===== src/rtl/wavegen_pkg.sv =====
// ============================================================================
// Module   : wavegen_pkg
// Purpose  : Shared gate encodings, measurement FSM states and system clock rate.
// Revision : 1.0
// ============================================================================
`default_nettype none

package wavegen_pkg;

   localparam int unsigned CLK_HZ = 100_000_000;

   localparam logic [1:0] GATE_1S    = 2'd0;
   localparam logic [1:0] GATE_100MS = 2'd1;
   localparam logic [1:0] GATE_10MS  = 2'd2;

   typedef enum logic [1:0] {
      IDLE   = 2'd0,
      COUNT  = 2'd1,
      REPORT = 2'd2
   } meter_state_e;

endpackage

`default_nettype wire


===== src/rtl/edge_sync.sv =====
// ============================================================================
// Module   : edge_sync
// Purpose  : Two-flop synchronizer followed by a rising-edge detector.
// Revision : 1.0
// ============================================================================
`default_nettype none

module edge_sync
   import wavegen_pkg::*;
(
   input  logic clk,
   input  logic rst_n,
   input  logic async_in,
   output logic edge_pulse
);

   logic sync1_q;
   logic sync2_q;
   logic prev_q;

   always_ff @(posedge clk or negedge rst_n) begin
      if (!rst_n) begin
         sync1_q <= 1'b0;
         sync2_q <= 1'b0;
         prev_q  <= 1'b0;
      end else begin
         sync1_q <= async_in;
         sync2_q <= sync1_q;
         prev_q  <= sync2_q;
      end
   end

   assign edge_pulse = sync2_q & ~prev_q;

endmodule

`default_nettype wire


===== src/rtl/freq_meter.sv =====
// ============================================================================
// Module   : freq_meter
// Purpose  : Gated edge counter; scales the count by the gate ratio and reports Hz.
// Revision : 1.0
// ============================================================================
`default_nettype none

module freq_meter
   import wavegen_pkg::*;
#(
   parameter int unsigned GATE_CYCLES = 100_000_000,
   parameter int unsigned CNT_W       = 27,
   parameter int unsigned OUT_W       = 20
) (
   input  logic             clk,
   input  logic             rst_n,
   input  logic             sig_in,
   input  logic             enable,
   input  logic [1:0]       gate_sel,
   output logic [OUT_W-1:0] freq_hz,
   output logic             freq_valid,
   output logic             overflow,
   output logic             busy
);

   localparam int unsigned GW = $clog2(GATE_CYCLES);
   localparam int unsigned SW = CNT_W + 7;

   localparam logic [GW-1:0] WIN_X1_M1   = GW'(GATE_CYCLES - 1);
   localparam logic [GW-1:0] WIN_X10_M1  = GW'(GATE_CYCLES / 10 - 1);
   localparam logic [GW-1:0] WIN_X100_M1 = GW'(GATE_CYCLES / 100 - 1);
   localparam logic [SW-1:0] OUT_MAX     = SW'((64'd1 << OUT_W) - 64'd1);

   meter_state_e     state_q, state_d;
   logic [1:0]       sel_q, sel_d;
   logic [GW-1:0]    gate_cnt_q, gate_cnt_d;
   logic [CNT_W-1:0] edge_cnt_q, edge_cnt_d;
   logic [OUT_W-1:0] freq_hz_q, freq_hz_d;
   logic             overflow_q, overflow_d;
   logic             freq_valid_q, freq_valid_d;

   logic             edge_pulse;
   logic             start;
   logic [GW-1:0]    win_m1;
   logic [SW-1:0]    edge_ext;
   logic [SW-1:0]    scaled;

   edge_sync u_edge_sync (
      .clk        (clk),
      .rst_n      (rst_n),
      .async_in   (sig_in),
      .edge_pulse (edge_pulse)
   );

   always_comb begin
      win_m1 = WIN_X1_M1;
      case (gate_sel)
         GATE_100MS: win_m1 = WIN_X10_M1;
         GATE_10MS:  win_m1 = WIN_X100_M1;
         default:    win_m1 = WIN_X1_M1;
      endcase
   end

   // Shift-add scaling keeps the x10/x100 paths out of DSP multipliers.
   assign edge_ext = SW'(edge_cnt_q);
   always_comb begin
      scaled = edge_ext;
      case (sel_q)
         GATE_100MS: scaled = (edge_ext << 3) + (edge_ext << 1);
         GATE_10MS:  scaled = (edge_ext << 6) + (edge_ext << 5) + (edge_ext << 2);
         default:    scaled = edge_ext;
      endcase
   end

   always_comb begin
      state_d      = state_q;
      sel_d        = sel_q;
      gate_cnt_d   = gate_cnt_q;
      edge_cnt_d   = edge_cnt_q;
      freq_hz_d    = freq_hz_q;
      overflow_d   = overflow_q;
      freq_valid_d = 1'b0;
      start        = 1'b0;

      case (state_q)
         IDLE: begin
            if (enable) start = 1'b1;
         end
         COUNT: begin
            if (!enable) begin
               state_d = IDLE;
            end else begin
               if (edge_pulse && (edge_cnt_q != {CNT_W{1'b1}}))
                  edge_cnt_d = edge_cnt_q + CNT_W'(1);
               gate_cnt_d = gate_cnt_q - GW'(1);
               if (gate_cnt_q == '0) state_d = REPORT;
            end
         end
         REPORT: begin
            freq_valid_d = 1'b1;
            if (scaled > OUT_MAX) begin
               freq_hz_d  = {OUT_W{1'b1}};
               overflow_d = 1'b1;
            end else begin
               freq_hz_d  = scaled[OUT_W-1:0];
               overflow_d = 1'b0;
            end
            if (enable) start = 1'b1;
            else        state_d = IDLE;
         end
         default: state_d = IDLE;
      endcase

      // A new window re-latches the gate selection and restarts both counters.
      if (start) begin
         state_d    = COUNT;
         sel_d      = gate_sel;
         gate_cnt_d = win_m1;
         edge_cnt_d = '0;
      end
   end

   always_ff @(posedge clk or negedge rst_n) begin
      if (!rst_n) begin
         state_q      <= IDLE;
         sel_q        <= GATE_1S;
         gate_cnt_q   <= '0;
         edge_cnt_q   <= '0;
         freq_hz_q    <= '0;
         overflow_q   <= 1'b0;
         freq_valid_q <= 1'b0;
      end else begin
         state_q      <= state_d;
         sel_q        <= sel_d;
         gate_cnt_q   <= gate_cnt_d;
         edge_cnt_q   <= edge_cnt_d;
         freq_hz_q    <= freq_hz_d;
         overflow_q   <= overflow_d;
         freq_valid_q <= freq_valid_d;
      end
   end

   assign freq_hz    = freq_hz_q;
   assign overflow   = overflow_q;
   assign freq_valid = freq_valid_q;
   assign busy       = (state_q == COUNT);

endmodule

`default_nettype wire


===== config.mk =====
export PLATFORM = sky130hd
export DESIGN_NAME = freq_meter
export DESIGN_NICKNAME = d
export VERILOG_FILES = /design/src/rtl/wavegen_pkg.sv /design/src/rtl/edge_sync.sv /design/src/rtl/freq_meter.sv
export SDC_FILE = /design/constraint.sdc
export NUM_CORES = 1
export LEC_CHECK = 0
export CAP_MARGIN = 25
export CORE_MARGIN = 2
export CORE_UTILIZATION = 40
export CTS_BUF_LIST = sky130_fd_sc_hd__clkbuf_4
export DETAILED_ROUTE_END_ITERATION = 10
export SETUP_SLACK_MARGIN = 0.15
export SYNTH_ARGS = -nofsm -noshare
export SYNTH_HDL_FRONTEND = slang
export SYNTH_SLANG_ARGS = --single-unit
export TNS_END_PERCENT = 10

===== constraint.sdc =====
create_clock -name clk -period 5.49 [get_ports clk]
set_input_delay 1.3725 -clock clk [delete_from_list [all_inputs] [get_ports clk]]
set_output_delay 1.3725 -clock clk [all_outputs]
set_load 0.02 [all_outputs]

# Word-level counts from Yosys, hierarchy flattened
# Cells that the tools add are included.
# Widths: inputs -> output; s select.
dict set report totals {
  input_bits 6
  romBits 0
  mem_bits_rw 0
  output_inout_bits 23
  memories 0
  regBits 83
  word_cells 57
  latchBits 0
}
dict set report classes {
  shift 0
  n_eq_ne 10
  mul 0
  bitwise_logic 2
  div 0
  n_lt_le_gt_ge 1
  mux 19
  n_reduce_logical 10
  n_addsub 5
}
# op count
set op_table {}
lappend op_table {{$mux 27} 7}
lappend op_table {{$pmux 34 s2} 1}
lappend op_table {{$pmux 27 s2} 1}
lappend op_table {{$add 33x32->34} 1}
lappend op_table {{$add 34x29->34} 1}
lappend op_table {{$gt 34x20->1 const B} 1}
lappend op_table {{$add 30x28->31} 1}
lappend op_table {{$add 27x1->27 const B} 1}
lappend op_table {{$logic_not 27->1} 1}
lappend op_table {{$ne 27x27->1 const B} 1}
lappend op_table {{$sub 27x1->27 const B} 1}
lappend op_table {{$mux 20} 1}
lappend op_table {{$mux 2} 4}
lappend op_table {{$eq 2x1->1 const B} 3}
lappend op_table {{$eq 2x2->1 const B} 3}
lappend op_table {{$pmux 2 s3} 1}
lappend op_table {{$reduce_and 3->1} 2}
lappend op_table {{$reduce_bool 2->1} 3}
lappend op_table {{$mux 1} 4}
lappend op_table {{$ne 4x2->1 const B} 1}
lappend op_table {{$ne 3x3->1 const B} 1}
lappend op_table {{$logic_not 2->1} 1}
lappend op_table {{$ne 2x2->1 const B} 1}
lappend op_table {{$reduce_and 2->1} 1}
lappend op_table {{other kinds (4)} 4}

# Depth between registers and ports, before layout
dict set report logic_depth {
  word_depth 7
  ltp_mapped 16
  ltp_nobuf 14
}

# By module
# Synthesis repeated with hierarchy kept, for this count alone.
dict set report unflattened {
  cells_unflattened 921
  area_unflattened_um2 8066.5
}
# mod cells_per_inst seq_area_each_um2 area_per_inst_um2 instances
set modules_own_cells {}
lappend modules_own_cells {freq_meter 917 2001.9 7977.7 1}
lappend modules_own_cells {edge_sync 4 75.1 88.8 1}

# Worst setup path after synthesis
# OpenSTA, ideal clock, no wires.
dict set report synth_timing {
  path_type {register to register}
  from {register edge_cnt_q[0]}
  to {register freq_hz_q[13], in the netlist freq_hz[13]}
  stages_incl_launch_ff 17
  t_required_ns 5.354
  path_buffers 2
  t_arrival_ns 4.176
  slack_ns 1.178
  synth_period_minus_slack_ns 4.312
  setup_ns 0.136
  cell_sequence {dfrtp_1 -> clkbuf_1 -> inv_1 -> fa_1 -> inv_1 -> ha_1 -> fa_1 -> a21o_1 -> a221oi_2 -> or3_1 -> a21oi_2 -> or3_1 -> a211o_1 -> or4_4 -> o31ai_4 -> buf_6 -> a31oi_2}
}
dict set report synth_via {
  elab_chain_cells 5
  word_cells_on_any_way 6
  classes_between {3 x add/sub; 1 x order compare; 2 x mux}
}
# item line
set synth_rtl {}
lappend synth_rtl {{from (decl)} freq_meter.sv:37} ;# logic [CNT_W-1:0] edge_cnt_q, edge_cnt_d;
lappend synth_rtl {{from (signal assigned)} freq_meter.sv:136} ;# edge_cnt_q <= edge_cnt_d;
lappend synth_rtl {{$add 33x32->34} freq_meter.sv:70} ;# GATE_10MS: scaled = (edge_ext << 6) + (edge_ext << 5) + (edge_ext << 2);
lappend synth_rtl {{$add 34x29->34} freq_meter.sv:70}
lappend synth_rtl {{$pmux 34 s2 (*)} freq_meter.sv:68} ;# case (sel_q)
lappend synth_rtl {{$gt 34x20->1} freq_meter.sv:101} ;# if (scaled > OUT_MAX) begin
lappend synth_rtl {{$mux 20 (*)} freq_meter.sv:101}
lappend synth_rtl {{to (signal assigned)} freq_meter.sv:137} ;# freq_hz_q <= freq_hz_d;
lappend synth_rtl {{to (decl)} freq_meter.sv:38} ;# logic [OUT_W-1:0] freq_hz_q, freq_hz_d;
# Every way passes the cells marked *; elsewhere a longest branch is shown, timed or not.
# A chain may end at the register's enable or synchronous reset.

# Worst setup path in the final report
dict set report layout_timing {
  from {register edge_cnt_q[4]}
  to {register freq_hz_q[18], in the netlist freq_hz[18]}
}
# The elaborated chain is that of the path after synthesis.

==> results.md <==
- Vias in the first global route: 6744
- Postcts setup bufs: 0
- Status: finished, final reports clean
- Post-route ant nets: 0
- Die area: 0.0213 mm²
- Post-CTS Resized: 0
- Post-synth EDFFs: 0
- Post-Synth XOR/XNOR Area: 0.0683
- Fin nets: 1071
- Clock slew at reported path FFs: 0.19 ns
- Max_slew headroom: 0.469
- TritonCTS Buffers: 9
- Max_cap viols: 0
- Critical path arrival: 5.03 ns
- Final Hold Fails: 0
- Netlist cell types: 72
- Post-Syn Instances: 947
- Pins Over Slew Limit: 0
- CP Cell Sequence: inv_1 > fa_1 > inv_1 > ha_1 > fa_1 > a21o_1 > a221oi_2 > or3_1 > a21oi_2 > or3_1 > a211o_1 > or4_4 > o31ai_4 > buf_4 > a31oi_2
- Global route overflow: 0
- Setup violations, final: 0
- Crit path buf inv count: 3
- Reg2reg start: edge_cnt_q[4]
- Pleak: 4.04 nW
- Seq/Total Area, Yosys: 0.257
- Detailed Route WL: 21300 µm
- First-pass GRT wire length: 35400 µm
- DR DRC count: 0
- CP Launch Type: register
- Crit Path Class: register to register
- Pin count of the biggest net entering global routing: 46
- Synth top area cells: dfrtp_1, ha_1, fa_1
- Post-DP HPWL: 16100 µm
- Post-Syn Area: 0.00807 mm²
- Root Buffer: clkbuf_4
- PnR Total Power: 1.21 mW
- WP data required: 5.82 ns
- Simple-gate share of the synthesized area: 0.192
- Compound-cell area share of the yosys netlist: 0.240
- Area leader, netlist: dfrtp_1
- R2R cell count: 15
- Chip height: 146 µm
- DR top layer: met4
- Initial antenna violation count: 1
- Share of cells above drive strength 1: 0.0543
- Hold buffer count at cts: 0
- Worst VDD drop: 0.0000769 V
- Dominant synthesized flop cell: dfrtp_1
- Worst skew pair latency: 0.50 ns
- DP Cell Count: 1206
- Met3 wire len: 771 µm
- Adder-cell share of the synthesized area: 0.197
- Synthesized area per cell: 8.53 µm²
- H-tree levels: 3
- Initial drt markers: 424
- Pre-Repair DR Iteration Count: 5
- WL met2: 9820 µm
- CTS tree: built
- Yosys top cell area share: 0.257
- Syn. warnings: 0
- Setup crit end: freq_hz[18]
- Internal reg-to-reg setup slack: 0.79 ns
- Area growth, synth to finish: 7.97%
- I/O pin count: 29
- CP Max Fanout: 21
- Clk buf depth: 2
- CP top delay family: compound AO/OA/AOI/OAI gates
- WP depth: 15
- Start point of the critical path: edge_cnt_q[4]
- Register bit total from synthesis: 83
- Slowest cell delay on critical path: 0.60 ns
- Worst hold slack: 0.373 ns
- Max Fclk: 213 MHz
- Post-layout util: 0.444
- Clk sinks: 83
- Mux contribution to synthesized area: 0.00883
- Critical-path top delay cell: dfrtp_1
- Cell with the most instances after synthesis: nor2_1
- Min Tclk post-route: 4.70 ns
- Global Route Usage Sum: 0.203
- Power Dens Cells: 139 mW/mm²
- M1 WL: 10400 µm
- Wire per inst: 17.4 µm
- RSZ-0062 raised after global routing: false
- Final Skew: 0.0495 ns
- Routability cong.: 0.864
- Initial Util: 0.411
- Critical path endpoint category: register
- Largest family of logic cells by synthesized area: compound AO/OA/AOI/OAI gates
- Net Count, Synth: 1065
- Fin cells: 1224
- Via count: 6982
- Setup TNS Final: 0 ns
- Synth top cells by count: nor2_1, ha_1, dfrtp_1
- Ys async rst share: 1.00
- Avg Vias per Cell: 5.70
- Worst slew pin tran: 0.796 ns
- PortBufs: 28
- Reg-to-Reg End: freq_hz[18]
- Cell row count: 51
- Final worst-path cycle share: 0.857
- Die X: 146 µm
- Core area: 0.0197 mm²
- Hold Path Class: register to register
state kept, by name (all words and copies together) (netlist names):
register             cells
edge_cnt_q              27
gate_cnt_q              27
freq_hz                 20
sel_q                    2
state_q                  2
freq_valid               1
overflow                 1
u_edge_sync.prev_q       1
u_edge_sync.sync1_q      1
u_edge_sync.sync2_q      1
worst reg2reg max path, delay by kind of cell (launching register included):
kind	cells	cell delay, ns
AO/OA/AOI/OAI	6	1.28
adder cells (fa/ha/maj)	3	1.12
buffers and inverters	3	0.51
flip-flops	1	0.60
AND/OR/NAND/NOR	3	1.01
cells by family after synthesis:
kind of cell | after synthesis
simple gates | 322
xor+xnor | 63
buf+inv | 74
flops | 83
mux | 7
fa+ha+maj | 112
compound gates | 286
cells in the final DEF (no fill, tap or decap), drive strengths merged, types with 7 or more instances in the layout:
cell type      instances
nand2                 79
dfrtp                 83
a221oi                 8
xnor2                 35
and4                   7
nand3                 28
nor3                  23
o21bai                11
or3                    8
and2                   9
clkdlybuf4s50         27
inv                   37
o21a                   8
nor2b                  9
nand4                 16
a21oi                 78
o211ai                 9
xor2                  28
a31oi                 30
ha                    87
a221o                  9
fa                    25
clkbuf                 9
nor2                 100
buf                    8
o21ai                 57
a21o                  19
and3                  17
metal layers:
metal,GRT usage,vias up
li1,-,3469
met1,0.290,3365
met2,0.327,127
met3,0.0228,21
met4,0.0553,0
met5,0,-
metrics by stage:
| step | cell area (µm²) | setup slack, ns |
|---|---|---|
| floorplan | 8070 | 1.18 |
| global placement | 8560 | 0.946 |
| detailed placement | 8560 | 0.891 |
| CTS | 8700 | 0.828 |
| global route | 8720 | 0.535 |
| finish | 8720 | 0.785 |
power breakdown:
group	internal, mW	leakage (nW)	total, mW	switching, mW
clock	0.104	0.0654	0.373	0.269
sequential	0.640	1.07	0.669	0.0290
combinational	0.0571	2.90	0.170	0.113
layout make-up:
class                      count  area (µm²)
inverter                      34         128
timing repair buffer          35         338
multi-input combinational    790        5700
sequential                    83        2080
tap                          265         332
fill                        2058       10900
clock inverter                 7        70.1
antenna                        1        2.50
clock buffer                   9        67.6
how the worst min path moves through the flow:
stage / start / endpoint / slack (ns) / cells after the start
5_1_grt: u_edge_sync.sync1_q / u_edge_sync.sync2_q / 0.39 / 0
4_1_cts: u_edge_sync.sync1_q / u_edge_sync.sync2_q / 0.38 / 0
3_5_place_dp: u_edge_sync.sync1_q / u_edge_sync.sync2_q / 0.35 / 0
2_1_floorplan: u_edge_sync.sync1_q / u_edge_sync.sync2_q / 0.33 / 0
3_3_place_gp: u_edge_sync.sync1_q / u_edge_sync.sync2_q / 0.35 / 0
6_report: u_edge_sync.sync1_q / u_edge_sync.sync2_q / 0.37 / 0
Power figures use the tool's default switching activity.
